===== src/rtl/ch_seq.sv =====
// ch_seq: per-channel transfer sequencer for the compression src/dst FIFO pair.
// Define CH_SEQ_WATCHDOG_EN to add a stall watchdog over RUN/DRAIN.
module ch_seq #(
   parameter int unsigned BURST = 16,
   parameter int unsigned BLW   = 7,
   parameter int unsigned TO_W  = 20
) (
   input  logic           wb_clk_i,
   input  logic           wb_rst_n,
   input  logic           go,
   input  logic           abort,
   input  logic [23:0]    dc,
   output logic           m_reset,
   input  logic           src_start,
   input  logic           src_stop,
   output logic           src_req,
   input  logic           src_gnt,
   output logic [BLW-1:0] src_len,
   input  logic           src_xfer,
   output logic           src_last,
   input  logic           dst_start,
   output logic           dst_req,
   input  logic           dst_gnt,
   input  logic           dst_xfer,
   input  logic           dst_end,
   output logic           busy,
   output logic           done,
   output logic           err,
   output logic [23:0]    wcnt
);

   localparam logic [BLW-1:0] BURST_L = BLW'(BURST);
   localparam logic [23:0]    BURST_W = 24'(BURST);

   typedef enum logic [2:0] {IDLE, CLR, RUN, DRAIN, FIN} state_t;

   state_t         state_q, state_d;
   logic           clr_cnt_q, clr_cnt_d;
   logic [23:0]    rem_q, rem_d;
   logic           src_req_q, src_req_d;
   logic [BLW-1:0] src_len_q, src_len_d;
   logic [BLW-1:0] src_beats_q, src_beats_d;
   logic           dst_req_q, dst_req_d;
   logic [BLW-1:0] dst_beats_q, dst_beats_d;
   logic [23:0]    wcnt_q, wcnt_d;
   logic           err_q, err_d;
   logic           arst_q, arst_d;
   logic [BLW-1:0] next_len;
   logic           dst_fin;
`ifdef CH_SEQ_WATCHDOG_EN
   logic [TO_W-1:0] wd_q, wd_d;
   logic            activity;
`endif

   always_comb begin
      state_d     = state_q;
      clr_cnt_d   = clr_cnt_q;
      rem_d       = rem_q;
      src_req_d   = src_req_q;
      src_len_d   = src_len_q;
      src_beats_d = src_beats_q;
      dst_req_d   = dst_req_q;
      dst_beats_d = dst_beats_q;
      wcnt_d      = wcnt_q;
      err_d       = err_q;
      arst_d      = 1'b0;
      next_len    = (rem_q >= BURST_W) ? BURST_L : rem_q[BLW-1:0];
      dst_fin     = dst_xfer & dst_end;
`ifdef CH_SEQ_WATCHDOG_EN
      wd_d        = '0;
      activity    = src_xfer | dst_xfer | (src_gnt & src_req_q) | (dst_gnt & dst_req_q);
`endif

      if (abort) begin
         state_d = IDLE;
         if (state_q != IDLE) begin
            err_d  = 1'b1;
            arst_d = 1'b1;
         end
      end else begin
         case (state_q)
            IDLE: begin
               if (go) begin
                  if (dc != '0) begin
                     rem_d     = dc;
                     err_d     = 1'b0;
                     clr_cnt_d = 1'b0;
                     state_d   = CLR;
                  end else begin
                     err_d = 1'b1;
                  end
               end
            end
            CLR: begin
               wcnt_d    = '0;
               clr_cnt_d = 1'b1;
               if (clr_cnt_q) state_d = RUN;
            end
            RUN, DRAIN: begin
               // source side: request held with its length until granted
               if (src_req_q) begin
                  if (src_gnt) begin
                     src_req_d   = 1'b0;
                     src_beats_d = src_len_q;
                  end
               end else if ((src_beats_q == '0) && (rem_q != '0) && src_start && !src_stop) begin
                  src_req_d = 1'b1;
                  src_len_d = next_len;
               end
               if (src_xfer) begin
                  if (rem_q != '0) rem_d = rem_q - 24'd1;
                  if (src_beats_q != '0) src_beats_d = src_beats_q - 1'b1;
                  else err_d = 1'b1;
               end

               // destination side runs independently of the source side
               if (dst_req_q) begin
                  if (dst_gnt) begin
                     dst_req_d   = 1'b0;
                     dst_beats_d = BURST_L;
                  end
               end else if ((dst_beats_q == '0) && dst_start) begin
                  dst_req_d = 1'b1;
               end
               if (dst_xfer) begin
                  wcnt_d = wcnt_q + 24'd1;
                  if (!(dst_req_q && dst_gnt)) begin
                     if (dst_end) dst_beats_d = '0;
                     else if (dst_beats_q != '0) dst_beats_d = dst_beats_q - 1'b1;
                  end
               end

               if (dst_fin) begin
                  if (rem_q != '0) err_d = 1'b1;
                  state_d = FIN;
               end else if ((state_q == RUN) && (rem_q == '0) && (src_beats_q == '0) && !src_req_q) begin
                  state_d = DRAIN;
               end
            end
            FIN:     state_d = IDLE;
            default: state_d = IDLE;
         endcase

`ifdef CH_SEQ_WATCHDOG_EN
         if ((state_q == RUN) || (state_q == DRAIN)) begin
            if (activity) begin
               wd_d = '0;
            end else if (wd_q == '1) begin
               err_d   = 1'b1;
               arst_d  = 1'b1;
               state_d = IDLE;
            end else begin
               wd_d = wd_q + 1'b1;
            end
         end
`endif
      end

      // leaving the transfer states drops every request and outstanding burst
      if ((state_d != RUN) && (state_d != DRAIN)) begin
         src_req_d   = 1'b0;
         dst_req_d   = 1'b0;
         src_beats_d = '0;
         dst_beats_d = '0;
      end
   end

   always_ff @(posedge wb_clk_i or negedge wb_rst_n) begin
      if (!wb_rst_n) begin
         state_q     <= IDLE;
         clr_cnt_q   <= 1'b0;
         rem_q       <= '0;
         src_req_q   <= 1'b0;
         src_len_q   <= '0;
         src_beats_q <= '0;
         dst_req_q   <= 1'b0;
         dst_beats_q <= '0;
         wcnt_q      <= '0;
         err_q       <= 1'b0;
         arst_q      <= 1'b0;
      end else begin
         state_q     <= state_d;
         clr_cnt_q   <= clr_cnt_d;
         rem_q       <= rem_d;
         src_req_q   <= src_req_d;
         src_len_q   <= src_len_d;
         src_beats_q <= src_beats_d;
         dst_req_q   <= dst_req_d;
         dst_beats_q <= dst_beats_d;
         wcnt_q      <= wcnt_d;
         err_q       <= err_d;
         arst_q      <= arst_d;
      end
   end

`ifdef CH_SEQ_WATCHDOG_EN
   always_ff @(posedge wb_clk_i or negedge wb_rst_n) begin
      if (!wb_rst_n) wd_q <= '0;
      else           wd_q <= wd_d;
   end
`endif

   assign m_reset  = (state_q == CLR) | arst_q;
   assign src_req  = src_req_q;
   assign src_len  = src_len_q;
   assign src_last = src_xfer & (rem_q == 24'd1) & (state_q == RUN);
   assign dst_req  = dst_req_q;
   assign busy     = (state_q != IDLE);
   assign done     = (state_q == FIN);
   assign err      = err_q;
   assign wcnt     = wcnt_q;

endmodule


===== config.mk =====
export PLATFORM = sky130hd
export DESIGN_NAME = ch_seq
export DESIGN_NICKNAME = d
export VERILOG_FILES = /design/src/rtl/ch_seq.sv
export SDC_FILE = /design/constraint.sdc
export NUM_CORES = 1
export LEC_CHECK = 0
export CAP_MARGIN = 20
export CORE_ASPECT_RATIO = 1.75
export CORE_MARGIN = 3
export CORE_UTILIZATION = 54
export CTS_CLUSTER_DIAMETER = 200
export DETAILED_ROUTE_END_ITERATION = 8
export HOLD_SLACK_MARGIN = 0.12
export PLACE_DENSITY = 0.92
export RECOVER_POWER = 100
export SLEW_MARGIN = 20
export SYNTH_ARGS = -nofsm -noshare
export SYNTH_HDL_FRONTEND = slang
export SYNTH_SLANG_ARGS = --single-unit

===== constraint.sdc =====
create_clock -name wb_clk_i -period 2.3 [get_ports wb_clk_i]
set_input_delay 0.23 -clock wb_clk_i [delete_from_list [all_inputs] [get_ports wb_clk_i]]
set_output_delay 0.23 -clock wb_clk_i [all_outputs]
set_load 0.05 [all_outputs]

==> After elaboration in Yosys (flattened, before gate mapping) <==
Index checks and enable logic that the tools add are counted.
{ "word_totals": {"ff_bits": 77, "out_inout_bits": 38} }
{ "classes": {"add_sub_neg": 4, "order_cmp": 1, "n_eq_ne": 15, "n_mux": 57, "bitwise": 6, "n_reduce_logical": 32} }
{ "op_table": {"columns": ["operator", "count"], "rows": [
  ["$mux W24", 5],
  ["$mux W7", 17],
  ["$pmux W24 S2", 2],
  ["$reduce_bool A24 Y1", 2],
  ["$add A24 B1 Y24 const B", 1],
  ["$eq A24 B1 Y1 const B", 1],
  ["$ge A24 B5 Y1 const B", 1],
  ["$logic_not A24 Y1", 1],
  ["$mux W1", 24],
  ["$sub A24 B1 Y24 const B", 1],
  ["$mux W3", 6],
  ["$logic_not A7 Y1", 2],
  ["$reduce_bool A7 Y1", 2],
  ["$sub A7 B1 Y7 const B", 2],
  ["$ne A2 B2 Y1 const B", 5],
  ["$logic_and A1 B1 Y1", 9],
  ["$pmux W3 S3", 1],
  ["$reduce_and A4 Y1", 2],
  ["$reduce_bool A2 Y1", 4],
  ["$eq A3 B2 Y1 const B", 2],
  ["$ne A3 B2 Y1 const B", 2],
  ["$reduce_and A3 Y1", 2],
  ["$reduce_and A6 Y1", 1],
  ["$reduce_bool A3 Y1", 2],
  ["12 further kinds", 18]
]} }

==> Logic depth before layout (Yosys ltp) <==
Gate-level depths: netlist (run 1).
{ "logic_depth": {"depth_word": 12, "depth_mapped": 9, "mapped_depth_nobuf": 8} }

==> Worst setup path after synthesis (run 1) <==
Ideal clock, no wire load.
{ "synth_path": {"path_kind": "register to register", "start": "register wcnt_q[3], in the netlist wcnt[3]", "end": "register wcnt_q[15], in the netlist wcnt[15]", "t_arrival_ns": 1.919, "required_time_ns": 2.168, "slack_ns": 0.249, "stages_incl_launch_ff": 6, "n_path_buf": 0, "synth_period_minus_slack_ns": 2.051, "path_cell_list": "dfrtp_1 > nand4_1 > or2_2 > or4_1 > xor2_1 > nor2_1"} }
{ "synth_via": {"elab_chain_len": 3} }
{ "synth_rtl": {"columns": ["element", "line_no", "text"], "rows": [
  ["start, declared", "45", "logic [23:0] wcnt_q, wcnt_d;"],
  ["start signal, assigned", "190", "wcnt_q <= wcnt_d;"],
  ["$add A24 B1 Y24", "126", "wcnt_d = wcnt_q + 24'd1;"],
  ["$mux W24", "125", "if (dst_xfer) begin"],
  ["$pmux W24 S2", "81", "case (state_q)"]
]} }
No other way between the ends. The select of a mux whose other input is x is not followed.
A chain may end at the register's enable or synchronous reset.

==> Worst setup path in the final report (run 1) <==
{ "layout_path": {"start": "register rem_q[18]", "end": "output src_last"} }
{ "layout_via": {"elab_chain_len": 3} }
{ "layout_rtl": {"columns": ["element", "line_no", "text"], "rows": [
  ["start, declared", "39", "logic [23:0] rem_q, rem_d;"],
  ["start signal, assigned", "184", "rem_q <= rem_d;"],
  ["$eq A24 B1 Y1", "206", "assign src_last = src_xfer & (rem_q == 24'd1) & (state_q == RUN);"],
  ["$and A1 B1 Y1 (2 in series)", "206", null],
  ["end, declared", "20", "output logic src_last,"]
]} }
No other way between the ends.

==> flow_summary.ini, run 1 <==
[sta]
hold_violations = 0
slew_viol_final = 0
max_freq_ghz = 0.4509
rsz0062_at_grt = false
setup_viol = 0
slew_headroom_pct = 25.74
layout_min_cycle_time_ps = 2218
min_period_over_period_pct = 96.44
fin_skew_ps = 3.757
worstMarginPinSlew_ps = 1114
setup_slack_ps = 81.99

[floorplan]
die-height_um = 127.6
initial_core_util_pct = 56.54
rows = 43
dieArea_mm2 = 0.009633
coreArea_mm2 = 0.008070
fp.dieW_um = 75.49
ios = 74

[clock_network]
cts_tree = built
htreeDepth = 3
clock_sinks = 77
clk_pin_slew_ps = 60
root_buffer = clkbuf_16
clk_latency_ps = 340
numCtsBuffers = 9
max-clock-path-buffers = 2

[run]
maxCapViolCount = 0

[setup_path]
cp.required_ps = 2070
critPathKind = reg2out
end_kind = output pin
worstPathMaxFanout = 4
cp_data_arrival_time_ps = 1990
start_kind = flop

[place]
dpl.cell_count = 689
post-place-ws_ps = -22.40
portBuffers = 73
gp_congestion = 0.9390
hpwl_um = 9281

[global_route]
grt-ovfl-total = 0
grt_pass1_vias = 4567
grt.met3_usage_pct = 5.591
grt_use_total_pct = 27.69
grt_start_max_net_pins = 44
met2_usage_pct = 48.04
grt_use_met1_pct = 31.09
busiest_layer = met2
antenna_found_initial = 0
grt_pass1_wl_um = 20780

[cells_and_area]
drive_above_1_share_pct = 9.400
diodes = 0
final_cells = 707
mostFrequentLayoutCells = 77 x dfrtp_1, 66 x nor2_1, 58 x o21ai_0
nFillCells = 604
layout_commonest_cell = dfrtp_1
synthToLayoutAreaGrowth_pct = 25.06
final_nets = 655

[routing]
dr.pass1.iters = 5
wl_um = 12600
drc = 0
wl_per_cell_um = 17.82
vias = 4494
postRouteAntennaNets = 0
dr.first_iter.drc_count = 466
viasPerCell = 6.356

[yosys]
async_flop_share_pct = 100.0
syn_inst = 527
synth_edf_count = 0
netlist_top_cells_area = dfrtp_1 42%, o21ai_0 5.7%, nor2_1 5.5%, nand2_1 4.4%, a21oi_1 3.6%
synth_area_mm2 = 0.004563
ys_ff_latch = 77
syn_nets = 570
ys_seq_area_share_pct = 42.23
synth-main-ff-cell = dfrtp_1
synth_top_area_cell = dfrtp_1
avgSynthCellArea_um2 = 8.659
yosys.area.top_type_share_pct = 42.23
yosysWarnings = 0
yosysUniqueCellTypes = 66

[outcome]
outcome = completed

[worst_hold_path]
min-delay-path-class = in2reg

[power]
pwr_density_cell_mw_per_mm2 = 720.4
leakagePower_nw = 2.476
peakVddDrop_v = 0.0006784
==> worst paths after layout <==
check / slack (ps) / start / end / depth (start not counted)
worst max-delay path: 80 / rem_q[18]$_DFFE_PN0P_ / src_last / 5
worst min-delay path: 480 / dst_start / dst_req$_DFFE_PN0P_ / 3
worst max register to register: 150 / rem_q[6]$_DFFE_PN0P_ / rem_q[12]$_DFFE_PN0P_ / 7
worst min register to register: 500 / dst_beats_q[1]$_DFFE_PN0P_ / dst_beats_q[1]$_DFFE_PN0P_ / 2
max in group asynchronous: 600 / wb_rst_n / state_q[1]$_DFF_PN0_ / 3
min in group asynchronous: 650 / wb_rst_n / src_beats_q[3]$_DFFE_PN0P_ / 2
==> per-stage QoR <==
| step | hold WS [ps] | utilization (%) | power (W) | setup TNS (ps) | instance area, um^2 |
|---|---|---|---|---|---|
| 5_1_grt | 509.1 | 70.71 | 0.004310 | 0 | 5707 |
| 2_1_floorplan | -65.59 | - | 0.002392 | 0 | 4563 |
| 3_5_place_dp | 272.7 | 67.30 | 0.002767 | -28.24 | 5431 |
| 3_3_place_gp | 261.9 | 67.30 | 0.002721 | 0 | 5431 |
| 6_report | 482.6 | 70.71 | 0.004111 | 0 | 5707 |
| 4_1_cts | 460.4 | 71.09 | 0.004118 | 0 | 5737 |
==> cells in the mapped netlist (5+ instances only) <==
| cell | count |
|---|---|
| nor2_1 | 67 |
| clkbuf_1 | 10 |
| ha_1 | 7 |
| a22oi_1 | 5 |
| xor2_1 | 14 |
| or2_2 | 5 |
| nand2_1 | 53 |
| nand3_1 | 24 |
| or3_1 | 6 |
| a31oi_1 | 6 |
| o21ai_1 | 6 |
| o21ai_0 | 52 |
| dfrtp_1 | 77 |
| buf_2 | 6 |
| nor4_1 | 11 |
| o211ai_1 | 5 |
| o2bb2ai_1 | 5 |
| o22ai_1 | 5 |
| xnor2_1 | 5 |
| inv_1 | 14 |
| nand4_1 | 11 |
| a21oi_1 | 33 |
| nor3_1 | 16 |
| a22o_1 | 7 |
==> layout make-up <==
type | count | area, um^2 | share of cell area (%)
Multi-Input combinational cell | 413 | 2449 | 42.91
Tap cell | 90 | 112.6 | 1.973
Inverter | 14 | 52.55 | 0.9209
Clock buffer | 11 | 252.7 | 4.429
Clock inverter | 5 | 33.78 | 0.5920
Sequential cell | 77 | 1927 | 33.76
Timing Repair Buffer | 97 | 879.6 | 15.41
==> routing by layer <==
layer / wire [um] / vias to the layer above
met5: 0 / -
met3: 736 / 50
met4: 485 / 0
li1: - / 2097
met2: 6848 / 228
met1: 4531 / 2119
==> where the power goes <==
part           total, W  switching [W]  internal (W)
sequential      0.00179       0.000257       0.00153
combinational  0.000973       0.000593      0.000380
clock           0.00135       0.000559      0.000789
==> sequential cells by signal (all words and copies together), names as in the netlist, 3 cells and up <==
name / count
wcnt: 24
src_beats_q: 7
src_len: 7
dst_beats_q: 7
rem_q: 24
state_q: 3
==> worst max-delay path, cell delays in order (launching register included) <==
cell,delay [ps]
dfrtp_1,420
nor3_2,270
nand3_1,270
nor2_2,220
and4_1,310
buf_12,160
==> cell families (layout without fill, tap and decap cells) <==
family | count (synthesis) | after routing | synth area share, %
flops | 77 | 77 | 42.23
mux | 6 | 6 | 1.398
simple gates | 230 | 230 | 25.80
buf+inv | 37 | 127 | 4.387
fa+ha+maj | 7 | 7 | 1.919
xor+xnor | 19 | 19 | 3.647
compound gates | 151 | 151 | 20.62
==> timing repair <==
item | 4_1_cts | 5_1_grt
resized for setup | 1 | 5
endpoints found under the hold margin | 41 | 0
setup buffers | 1 | 0
pin swaps | 1 | 3
endpoints found under the setup margin | 1 | 7
hold buffers | 1 | 0
Note: power is estimated with default switching activity, not from simulation.
==> run 2: changes to the inputs <==
--- a/config.mk
+++ b/config.mk
@@ -12,7 +12,7 @@
 export CTS_CLUSTER_DIAMETER = 200
 export DETAILED_ROUTE_END_ITERATION = 8
 export HOLD_SLACK_MARGIN = 0.12
-export PLACE_DENSITY = 0.92
+export PLACE_DENSITY = 0.81
 export RECOVER_POWER = 100
 export SLEW_MARGIN = 20
 export SYNTH_ARGS = -nofsm -noshare
==> flow_summary.ini, run 2 (same netlist as run 1, synthesis figures left out) <==
[setup_path]
start_kind = flop
path_buf_inv = 1
path_depth = 5
crit_family = simple AND/OR/NAND/NOR gates
critPathSlowestCell = dfrtp_1
cp.required_ps = 2070
r2r_end = dst_beats_q[0]$_DFFE_PN0P_
path_cells = nor4_4 -> nand4_2 -> nor2_1 -> and4_1 -> buf_12
critPathKind = reg2out
cp_data_arrival_time_ps = 1980
end_kind = output pin
worstPathMaxFanout = 4
reg2reg_from = dst_beats_q[0]$_DFFE_PN0P_
slowest_delay_ps = 440
reg2reg_depth = 8
crit_start = rem_q[6]$_DFFE_PN0P_
rrSetupSlack_ps = 170

[global_route]
grt_pass1_wl_um = 20370
antenna_found_initial = 0
grt_use_total_pct = 27.15
grt-ovfl-total = 0
grt_pass1_vias = 4467
grt_start_max_net_pins = 43

[sta]
max_freq_ghz = 0.4524
rsz0062_at_grt = false
fin_skew_ps = 6.011
worstMarginPinSlew_ps = 896.2
setup_viol = 0
hold_ws_ps = 483.6
hold_violations = 0
min_period_over_period_pct = 96.11
setup_slack_ps = 89.49
slew_viol_final = 0
slew_headroom_pct = 40.26
layout_min_cycle_time_ps = 2211

[power]
pwr_density_cell_mw_per_mm2 = 714.6
seq_power_share_pct = 43.3
leakagePower_nw = 2.506
netSwitchingFraction_pct = 34.28
p_total_w = 0.004118
p_int_w = 0.002706
clockPowerShare_pct = 32.0
peakVddDrop_v = 0.0004926
p_sw_w = 0.001412
combPwrFrac_pct = 24.7

[floorplan]
ios = 74
die-height_um = 127.6
coreArea_mm2 = 0.008070
initial_core_util_pct = 56.54
rows = 43
dieArea_mm2 = 0.009633
fp.dieW_um = 75.49

[worst_hold_path]
hold_depth = 3
min-delay-path-class = in2reg
worstHoldStart = dst_start
holdPathEnd = dst_req$_DFFE_PN0P_

[place]
post-place-ws_ps = -64.50
place_area_mm2 = 0.005499
gp_congestion = 0.9653
hpwl_um = 9272
portBuffers = 73
dpl.cell_count = 693

[clock_network]
root_buffer = clkbuf_16
numCtsBuffers = 9
htreeDepth = 3
clk_latency_ps = 340
max-clock-path-buffers = 2
clock_sinks = 77
clk_pin_slew_ps = 60
cts_tree = built

[outcome]
outcome = completed

[routing]
wl_per_cell_um = 17.57
dr.first_iter.drc_count = 316
viasPerCell = 6.280
postRouteAntennaNets = 0
wl_um = 12490
dr.pass1.iters = 5
drc = 0
vias = 4465

[cells_and_area]
final_cells = 711
synthToLayoutAreaGrowth_pct = 26.27
final_nets = 659
drive_above_1_share_pct = 9.823
diodes = 0
postLayoutCellArea_mm2 = 0.005762
layout_commonest_cell = dfrtp_1
mostFrequentLayoutCells = 77 x dfrtp_1, 67 x nor2_1, 58 x o21ai_0

[run]
maxCapViolCount = 0
[run 2: changes by cell type in the layout (fill, tap and decap cells not counted), sizes merged]
cell,previous run,this run
inv,15,14
clkbuf,22,20
clkdlybuf4s50,34,35
clkinvlp,2,3
buf,16,22
dlygate4sd3,36,35
[run 2: worst max-delay path by stage]
stage,to,slack [ps]
floorplan,wcnt[15]$_DFFE_PN0P_,250
global placement,rem_q[12]$_DFFE_PN0P_,-3
detailed placement,rem_q[12]$_DFFE_PN0P_,-60
CTS,src_last,60
global route,rem_q[16]$_DFFE_PN0P_,6
finish,src_last,90
[run 2: layer usage]
| layer | wire (um) | track usage, % |
|---|---|---|
| met5 | 0 | 0 |
| met3 | 526 | 4.173 |
| met4 | 563 | 15.14 |
| met1 | 4889 | 30.19 |
| met2 | 6514 | 47.27 |
[run 2: worst min-delay path: stages]
cell             delay, ps
clkdlybuf4s50_1        410
nand3_1                 60
o21ai_0                 70
[run 2: repair_timing]
item	4_1_cts	5_1_grt
pin swaps	1	1
endpoints found under the setup margin	1	4
buffers inserted	1	0
endpoints found under the hold margin	35	0
gates resized for setup	0	4
hold buffers	1	0
[run 2: layout make-up]
cell class              instances  area, um^2
multi-input cells             413        2446
fillers                       654        2308
flip-flops and latches         77        1927
repair buffers                101       944.7
clock buffers                  11       242.7
well taps                      90       112.6
inverters                      14       52.55
clock inverters                 5       36.28
[run 2: power groups by stage]
stage,clock (W),sequential [W],combinational (W)
after floorplan,0,0.00180,0.000596
after global placement,0,0.00178,0.000997
after detailed placement,0,0.00179,0.00102
after CTS,0.00134,0.00177,0.00104
after global routing,0.00139,0.00181,0.00112
final,0.00132,0.00178,0.00102
[run 2: stage by stage]
step                util, %  TNS [ps]
finish                71.40         0
global route          71.40         0
CTS                   71.81         0
detailed placement    68.14    -211.5
global placement      68.14    -4.269
floorplan                 -         0
